[src/rtl/laser310_pkg.sv]
// Shared types and constants for the Laser 310 video-RAM sharing controller.
package laser310_pkg;

  localparam int unsigned ADDR_W = 16;
  localparam int unsigned DATA_W = 8;
  localparam int unsigned BANK_W = 2;

  typedef enum logic [1:0] {
    IDLE     = 2'd0,
    D_SETUP  = 2'd1,
    D_STROBE = 2'd2,
    D_DONE   = 2'd3
  } share_state_e;

  localparam logic [BANK_W-1:0] BANK_RESET   = 2'b01;
  localparam logic [3:0]        IO_BANK_PORT = 4'b0111;
  localparam logic [ADDR_W-1:0] WINDOW_BASE  = 16'hB800;

  // DMA request payload captured at the start of an access
  typedef struct packed {
    logic              we;
    logic [ADDR_W-1:0] addr;
    logic [DATA_W-1:0] wdata;
  } dma_cmd_t;

endpackage

[src/rtl/ram_window_decode.sv]
// Combinational Z80 decode: RAM window detect, physical address map and bank-port write detect.
module ram_window_decode
  import laser310_pkg::*;
(
  input  logic [ADDR_W-1:0] cpu_a,
  input  logic              mreq_n,
  input  logic              iorq_n,
  input  logic              rd_n,
  input  logic              wr_n,
  input  logic [BANK_W-1:0] bank,
  output logic              win_c,
  output logic              bank_wr_c,
  output logic [ADDR_W-1:0] map_addr_c
);

  // Refresh (both strobes high) and RD_N=WR_N=0 are excluded by the XOR
  assign win_c = !mreq_n && iorq_n && (rd_n ^ wr_n) && (cpu_a >= WINDOW_BASE);

  assign bank_wr_c = !iorq_n && mreq_n && !wr_n && (cpu_a[7:4] == IO_BANK_PORT);

  // 0xC000-0xFFFF is banked; 0xB800-0xBFFF always lands in the bottom 16K
  assign map_addr_c = (cpu_a[15:14] == 2'b11) ? {bank, cpu_a[13:0]}
                                              : {2'b00, cpu_a[13:0]};

endmodule

[src/rtl/ram_share_ctrl.sv]
// Shares one SRAM between a Z80 window (zero-latency pass-through) and a DMA port.
module ram_share_ctrl
  import laser310_pkg::*;
(
  input  logic              clk,
  input  logic              RESET,
  input  logic [ADDR_W-1:0] CPU_A,
  input  logic              MREQ_N,
  input  logic              IORQ_N,
  input  logic              RD_N,
  input  logic              WR_N,
  input  logic [1:0]        D1D0,
  output logic              WAIT_N,
  output logic              BUF_OE_N,
  output logic [ADDR_W-1:0] RAM_A,
  output logic              RAM_CS_N,
  output logic              RAM_OE_N,
  output logic              RAM_WE_N,
  output logic [DATA_W-1:0] RAM_D_OUT,
  output logic              RAM_D_OE,
  input  logic [DATA_W-1:0] RAM_D_IN,
  input  logic              dma_req,
  input  logic              dma_we,
  input  logic [ADDR_W-1:0] dma_addr,
  input  logic [DATA_W-1:0] dma_wdata,
  output logic              dma_ack,
  output logic [DATA_W-1:0] dma_rdata,
  output logic [BANK_W-1:0] bank
);

  share_state_e      state;
  dma_cmd_t          cmd_q;
  logic [BANK_W-1:0] bank_q;
  logic              ack_q;
  logic [DATA_W-1:0] rdata_q;
  logic              d_oe_q;
  logic              cs_n_q;
  logic              oe_n_q;
  logic              we_n_q;

  logic              win;
  logic              bank_wr;
  logic [ADDR_W-1:0] map_addr;

  ram_window_decode u_decode (
    .cpu_a      (CPU_A),
    .mreq_n     (MREQ_N),
    .iorq_n     (IORQ_N),
    .rd_n       (RD_N),
    .wr_n       (WR_N),
    .bank       (bank_q),
    .win_c      (win),
    .bank_wr_c  (bank_wr),
    .map_addr_c (map_addr)
  );

  // DMA sequencer and bank register; SRAM strobes for DMA phases are registered
  always_ff @(posedge clk) begin
    if (RESET) begin
      state   <= IDLE;
      cmd_q   <= '0;
      bank_q  <= BANK_RESET;
      ack_q   <= 1'b0;
      rdata_q <= '0;
      d_oe_q  <= 1'b0;
      cs_n_q  <= 1'b1;
      oe_n_q  <= 1'b1;
      we_n_q  <= 1'b1;
    end else begin
      if (bank_wr) bank_q <= D1D0;
      ack_q <= 1'b0;
      case (state)
        IDLE: begin
          // A CPU window cycle holds MREQ_N low, so the CPU always wins a tie
          if (dma_req && MREQ_N) begin
            cmd_q.we    <= dma_we;
            cmd_q.addr  <= dma_addr;
            cmd_q.wdata <= dma_wdata;
            cs_n_q      <= 1'b0;
            oe_n_q      <= 1'b1;
            we_n_q      <= 1'b1;
            d_oe_q      <= dma_we;
            state       <= D_SETUP;
          end
        end
        D_SETUP: begin
          we_n_q <= !cmd_q.we;
          oe_n_q <= cmd_q.we;
          state  <= D_STROBE;
        end
        D_STROBE: begin
          if (!cmd_q.we) rdata_q <= RAM_D_IN;
          cs_n_q <= 1'b1;
          oe_n_q <= 1'b1;
          we_n_q <= 1'b1;
          d_oe_q <= 1'b0;
          ack_q  <= 1'b1;
          state  <= D_DONE;
        end
        D_DONE: begin
          state <= IDLE;
        end
        default: begin
          state <= IDLE;
        end
      endcase
    end
  end

  // SRAM steering: CPU pass-through in IDLE, registered DMA strobes otherwise
  always_comb begin
    RAM_A    = map_addr;
    RAM_CS_N = 1'b1;
    RAM_OE_N = 1'b1;
    RAM_WE_N = 1'b1;
    BUF_OE_N = 1'b1;
    if (state == IDLE) begin
      if (win) begin
        RAM_CS_N = 1'b0;
        RAM_OE_N = RD_N;
        RAM_WE_N = WR_N;
        BUF_OE_N = 1'b0;
      end
    end else begin
      RAM_A    = cmd_q.addr;
      RAM_CS_N = cs_n_q;
      RAM_OE_N = oe_n_q;
      RAM_WE_N = we_n_q;
    end
  end

  assign WAIT_N    = !(win && (state != IDLE));
  assign RAM_D_OUT = cmd_q.wdata;
  assign RAM_D_OE  = d_oe_q;
  assign dma_ack   = ack_q;
  assign dma_rdata = rdata_q;
  assign bank      = bank_q;

endmodule

[config.mk]
export PLATFORM = sky130hd
export DESIGN_NAME = ram_share_ctrl
export DESIGN_NICKNAME = d
export VERILOG_FILES = /design/src/rtl/laser310_pkg.sv /design/src/rtl/ram_window_decode.sv /design/src/rtl/ram_share_ctrl.sv
export SDC_FILE = /design/constraint.sdc
export NUM_CORES = 1
export LEC_CHECK = 0
export BUFFER_PORTS_ARGS = -buffer_cell sky130_fd_sc_hd__buf_2
export CAP_MARGIN = 40
export CORE_MARGIN = 1
export CORE_UTILIZATION = 45
export DETAILED_ROUTE_END_ITERATION = 12
export GPL_ROUTABILITY_DRIVEN = 0
export PLACE_DENSITY = 0.79
export SETUP_SLACK_MARGIN = 0.5
export SLEW_MARGIN = 40
export SYNTH_ARGS = -nofsm -noshare
export SYNTH_HDL_FRONTEND = slang
export SYNTH_SLANG_ARGS = --single-unit
[constraint.sdc]
create_clock -name clk -period 2.21 [get_ports clk]
set_input_delay 0.663 -clock clk [delete_from_list [all_inputs] [get_ports clk]]
set_output_delay 0.663 -clock clk [all_outputs]
set_load 0.005 [all_outputs]
# Word-level counts from Yosys, hierarchy flattened

Index checks and enable logic that the tools add are counted.

Bits in registers: 42
Output and inout bits: 41
Logic and storage cells: 60

Magnitude comparators: 1
Equality and inequality tests: 6
Mux-type cells: 19
Bitwise logic cells: 2
Reductions and logical operators: 21

Operators with widths:

| kind                                                             | count |
|---|---|
| 16-bit 2-to-1 mux                                                | 2 |
| 16-bit >= comparator (second input constant)                     | 1 |
| 1-bit 2-to-1 mux                                                 | 11 |
| 1-bit logical AND                                                | 8 |
| 2-bit case mux with 4 select lines                               | 1 |
| 2-bit AND reduction                                              | 4 |
| 2-bit == test (second input constant)                            | 3 |
| 1-bit case mux with 3 select lines                               | 2 |
| 1-bit logical NOT                                                | 5 |
| 4-bit by 3-bit == test with 1-bit output (second input constant) | 1 |
| 1-bit case mux with 2 select lines                               | 2 |
| 2-bit nonzero test                                               | 2 |
| 3-bit nonzero test                                               | 1 |
| 2-bit by 1-bit == test with 1-bit output (second input constant) | 1 |
| 2-bit logical NOT                                                | 1 |
| 2-bit 2-to-1 mux                                                 | 1 |
| 2-bit != test (second input constant)                            | 1 |
| 1-bit NOT                                                        | 1 |
| 1-bit XOR                                                        | 1 |

# Logic depth before layout (Yosys ltp)

Depth in word-level cells: 6
Mapped depth: 8
Depth with buffers taken out: 5

# Modules after synthesis

Synthesis repeated with hierarchy kept, for this count alone.

Cell total of the unflattened synthesis: 236
Area total of the unflattened synthesis: 2063.2 sq um

Modules (own cells, without submodules):

| module            | instances | cells each | area each (sq um) | sequential area each (sq um) |
|---|---|---|---|---|
| ram_share_ctrl    | 1         | 214        | 1889.3            | 840.8 |
| ram_window_decode | 1         | 22         | 173.9             | 0.0 |

# Worst setup path before layout

No wires, ideal clock.

Path kind: input port to output port
From: in MREQ_N
To: out RAM_OE_N
Arrival time: 1284 ps
Path slack: 263 ps
Stages on the path: 3
Cell sequence: buf_4 > nor4_4 > a31oi_1

Cells in the longest elaborated chain, start to end: 6

RTL lines:

| what                           | line                    | text |
|---|---|---|
| start: declaration             | ram_share_ctrl.sv:8     | `input logic MREQ_N,` |
| 1-bit logical NOT              | ram_window_decode.sv:17 | `assign win_c = !mreq_n && iorq_n && (rd_n ^ wr_n) && (cpu_a >= WINDOW_BASE);` |
| 1-bit logical AND (3 in a row) | ram_window_decode.sv:17 |  |
| 1-bit 2-to-1 mux               | ram_share_ctrl.sv:118   | `if (win) begin` |
| 1-bit 2-to-1 mux               | ram_share_ctrl.sv:117   | `if (state == IDLE) begin` |
| end: declaration               | ram_share_ctrl.sv:17    | `output logic RAM_OE_N,` |

No other way between the ends.

# Worst setup path after layout

From: in RD_N
To: out RAM_WE_N

Cells in the longest elaborated chain, start to end: 5

RTL lines:

| what                           | line                    | text |
|---|---|---|
| start: declaration             | ram_share_ctrl.sv:10    | `input logic RD_N,` |
| 1-bit XOR                      | ram_window_decode.sv:17 |  |
| 1-bit logical AND (2 in a row) | ram_window_decode.sv:17 |  |
| 1-bit 2-to-1 mux               | ram_share_ctrl.sv:118   |  |
| 1-bit 2-to-1 mux               | ram_share_ctrl.sv:117   |  |
| end: declaration               | ram_share_ctrl.sv:18    | `output logic RAM_WE_N,` |

No other way between the ends.

==> metrics.md <==
| Metric | Value |
|---|---|
| Leak pwr | `1.34 nW` |
| Worst Tran Pin Value | `476 ps` |
| Yosys top cell area share | `42.5%` |
| DRT iter0 DRCs | `75` |
| Starting Density | `48.0%` |
| CP Data Arrival Time | `1520 ps` |
| Pre-CTS setup slack | `-15.3 ps` |
| Worst clock skew | `8.01 ps` |
| Worst-path clk slew | `80 ps` |
| Global-route wire length before repair | `7250 um` |
| IR Drop Worst-Case VDD | `722 uV` |
| RSZ-0062 raised after global routing | `yes` |
| Synth async-reset ratio | `0%` |
| Post-synthesis mux area share | `12.0%` |
| Setup-failing EPs final | `0` |
| GR Overflow Total | `0` |
| Avg WL per Cell | `13.0 um` |
| XOR/XNOR Fraction of Synth Area | `0.443%` |
| # H-tree levels | `2` |
| Flops & latches, synth | `42` |
| Min-delay worst type | `flop to flop` |
| Clock tree sinks | `42` |
| Yosys top cell by area | `dfxtp_1` |
| Most frequent cell after synthesis | `nand2_1` |
| Final Max Tran Viols | `0` |
| CORE AREA | `4120 sq um` |
| Largest net degree at the start of global routing | `27` |
| Top cells by area, synth | `dfxtp_1, nand2_1, a21oi_1` |
| Seq/Total Area, Yosys | `42.5%` |
| Die X | `68.3 um` |
| Setup TNS Final | `0 ps` |
| CP max FO | `5` |
| Util after Layout | `70.4%` |
| Clock tree buffer depth | `2` |
| Post-Synth Simple-Gate Area | `20.5%` |
| R2R depth | `8` |
| Slew HR | `68.3%` |
| Synthesis Warnings | `0` |
| # diodes | `0` |
| Nets@finish | `395` |
| Initial antenna violation count | `0` |
| Status | `completed` |
| Layout area overhead | `46.5%` |
| Fraction of layout cells with a size suffix above 1 | `44.0%` |
| Post-synth top cells | `nand2_1, dfxtp_1, a21oi_1` |
| Library cells used by synthesis | `33` |
| Syn avg cell area | `8.45 sq um` |
| Drc violations | `0` |
| Final setup margin | `29.7 ps` |
| IO Port Bufs | `98` |
| Die H | `68.3 um` |
| Dpl hpwl | `3450 um` |
| Post-synth EDFFs | `0` |
| CTS tree | `built` |
| Crit path time final | `2180 ps` |
| Syn_nets | `296` |
| Clk root buf | `clkbuf_8` |
| Critical path startpoint category | `input pin` |
| Crit path required time | `1550 ps` |
| Hold Vio Cnt, Final | `0` |
| CTS buffer count | `5` |
| Cell count after synthesis | `234` |
| Clk_lat worst skew | `290 ps` |
| FMAX | `459 MHz` |
| Row cnt | `23` |
| Drt via density | `4.94` |
| Pwr dens | `1150 nW/um^2` |
| Number of global-route vias before repair | `1706` |
| Hold Buf Count CTS | `0` |
| CP Class | `input pin to output pin` |
| Dominant synthesized flop cell | `dfxtp_1` |
| Part of the cycle the worst path needs | `98.7%` |
| Synthesized area | `1980 sq um` |
| Largest family of logic cells by synthesized area | `simple AND/OR/NAND/NOR gates` |
| Crit path capture type | `output pin` |
| Hold depth | `2` |
| Die area | `4660 sq um` |
| Max cap viols | `0` |
| Vias post-DR | `1897` |
| First-pass DRT Iterations | `4` |
| Remaining antenna violation count | `0` |
| Adder-cell share of the synthesized area | `2.53%` |
| Post-Route WL | `4990 um` |
| IO Pins | `99` |
| Compound-Gate Fraction of Synth Area | `12.7%` |
| Global-route usage over all layers | `20.9%` |
-- layout make-up --
cell class | count | area, sq um
multi-input combinational | 161 | 1040
sequential | 42 | 843
tap | 50 | 62.6
timing repair buffer | 115 | 808
clock inverter | 1 | 30.0
inverter | 8 | 30.0
fill | 327 | 1220
clock buffer | 7 | 76.3
-- cell usage in the layout (no fill, tap or decap), types with 5 or more instances in the layout --
cell type,instances
a21oi_1,33
buf_2,82
buf_4,10
buf_6,16
clkbuf_8,5
dfxtp_1,40
inv_1,6
mux2_4,14
mux2i_1,8
nand2_1,55
nor2_1,13
-- critical path: stages --
cell and delay (ps):
buf_8 110, xnor2_4 130, nor4_4 350, a31oi_1 130
buf_2 140
-- routing by layer --
layer  vias up  track usage [%]  share of wire [%]
met5         -                0                  0
met4         0             4.69               0.34
met3         2             6.00                6.9
met2        64             37.3                 47
met1       858             24.5                 46
li1        973                -                  -
-- final timing paths --
| path | from | end | slack (ps) |
|---|---|---|---|
| min | RAM_D_OUT[7]$_SDFFE_PP0P_ | RAM_D_OUT[7]$_SDFFE_PP0P_ | 460 |
| min reg2reg | RAM_D_OUT[7]$_SDFFE_PP0P_ | RAM_D_OUT[7]$_SDFFE_PP0P_ | 460 |
| max reg2reg | state[1]$_SDFFE_PP0P_ | RAM_D_OUT[6]$_SDFFE_PP0P_ | 600 |
| max | RD_N | RAM_WE_N | 30 |
-- state kept, by name, indices dropped and copies added, names as in the netlist --
name / count
RAM_D_OE: 1
RAM_D_OUT: 8
bank: 2
cmd_q: 17
cs_n_q: 1
dma_ack: 1
dma_rdata: 8
oe_n_q: 1
state: 2
we_n_q: 1
-- cell families (layout without fill, tap and decap cells) --
group / count (synthesis) / count (layout)
and+or+nand+nor: 87 / 87
AOI/OAI and AO/OA: 47 / 47
DFF: 42 / 42
buffers and inverters: 31 / 131
muxes: 22 / 22
adders and majority gates: 4 / 4
xor gates and xnor gates: 1 / 1
-- per-stage QoR --
stage | instance area [sq um] | power (W) | instances | hold slack, ps
after floorplan | 2100 | 0.00193 | 234 | 436
after global placement | 2540 | 0.00217 | 367 | 440
after detailed placement | 2540 | 0.00219 | 367 | 448
after global routing | 2900 | 0.00352 | 384 | 477
final | 2900 | 0.00333 | 384 | 456
after CTS | 2760 | 0.00305 | 381 | 459
-- report_power, final --
part	total, W	switching (W)	internal [W]
Clock	0.000587	0.000249	0.000338
Sequential	0.000927	0.0000579	0.000869
Combinational	0.00181	0.000713	0.00110
-- repair_timing --
| action | 4_1_cts | 5_1_grt |
|---|---|---|
| resized for setup | 12 | 14 |
| setup buffers | 5 | 2 |
| pin swaps | 7 | 3 |
| endpoints found under the hold margin | 0 | 0 |
| endpoints found under the setup margin | 21 | 44 |
| gates cloned | 1 | 1 |
(Power assumes the default switching activity.)
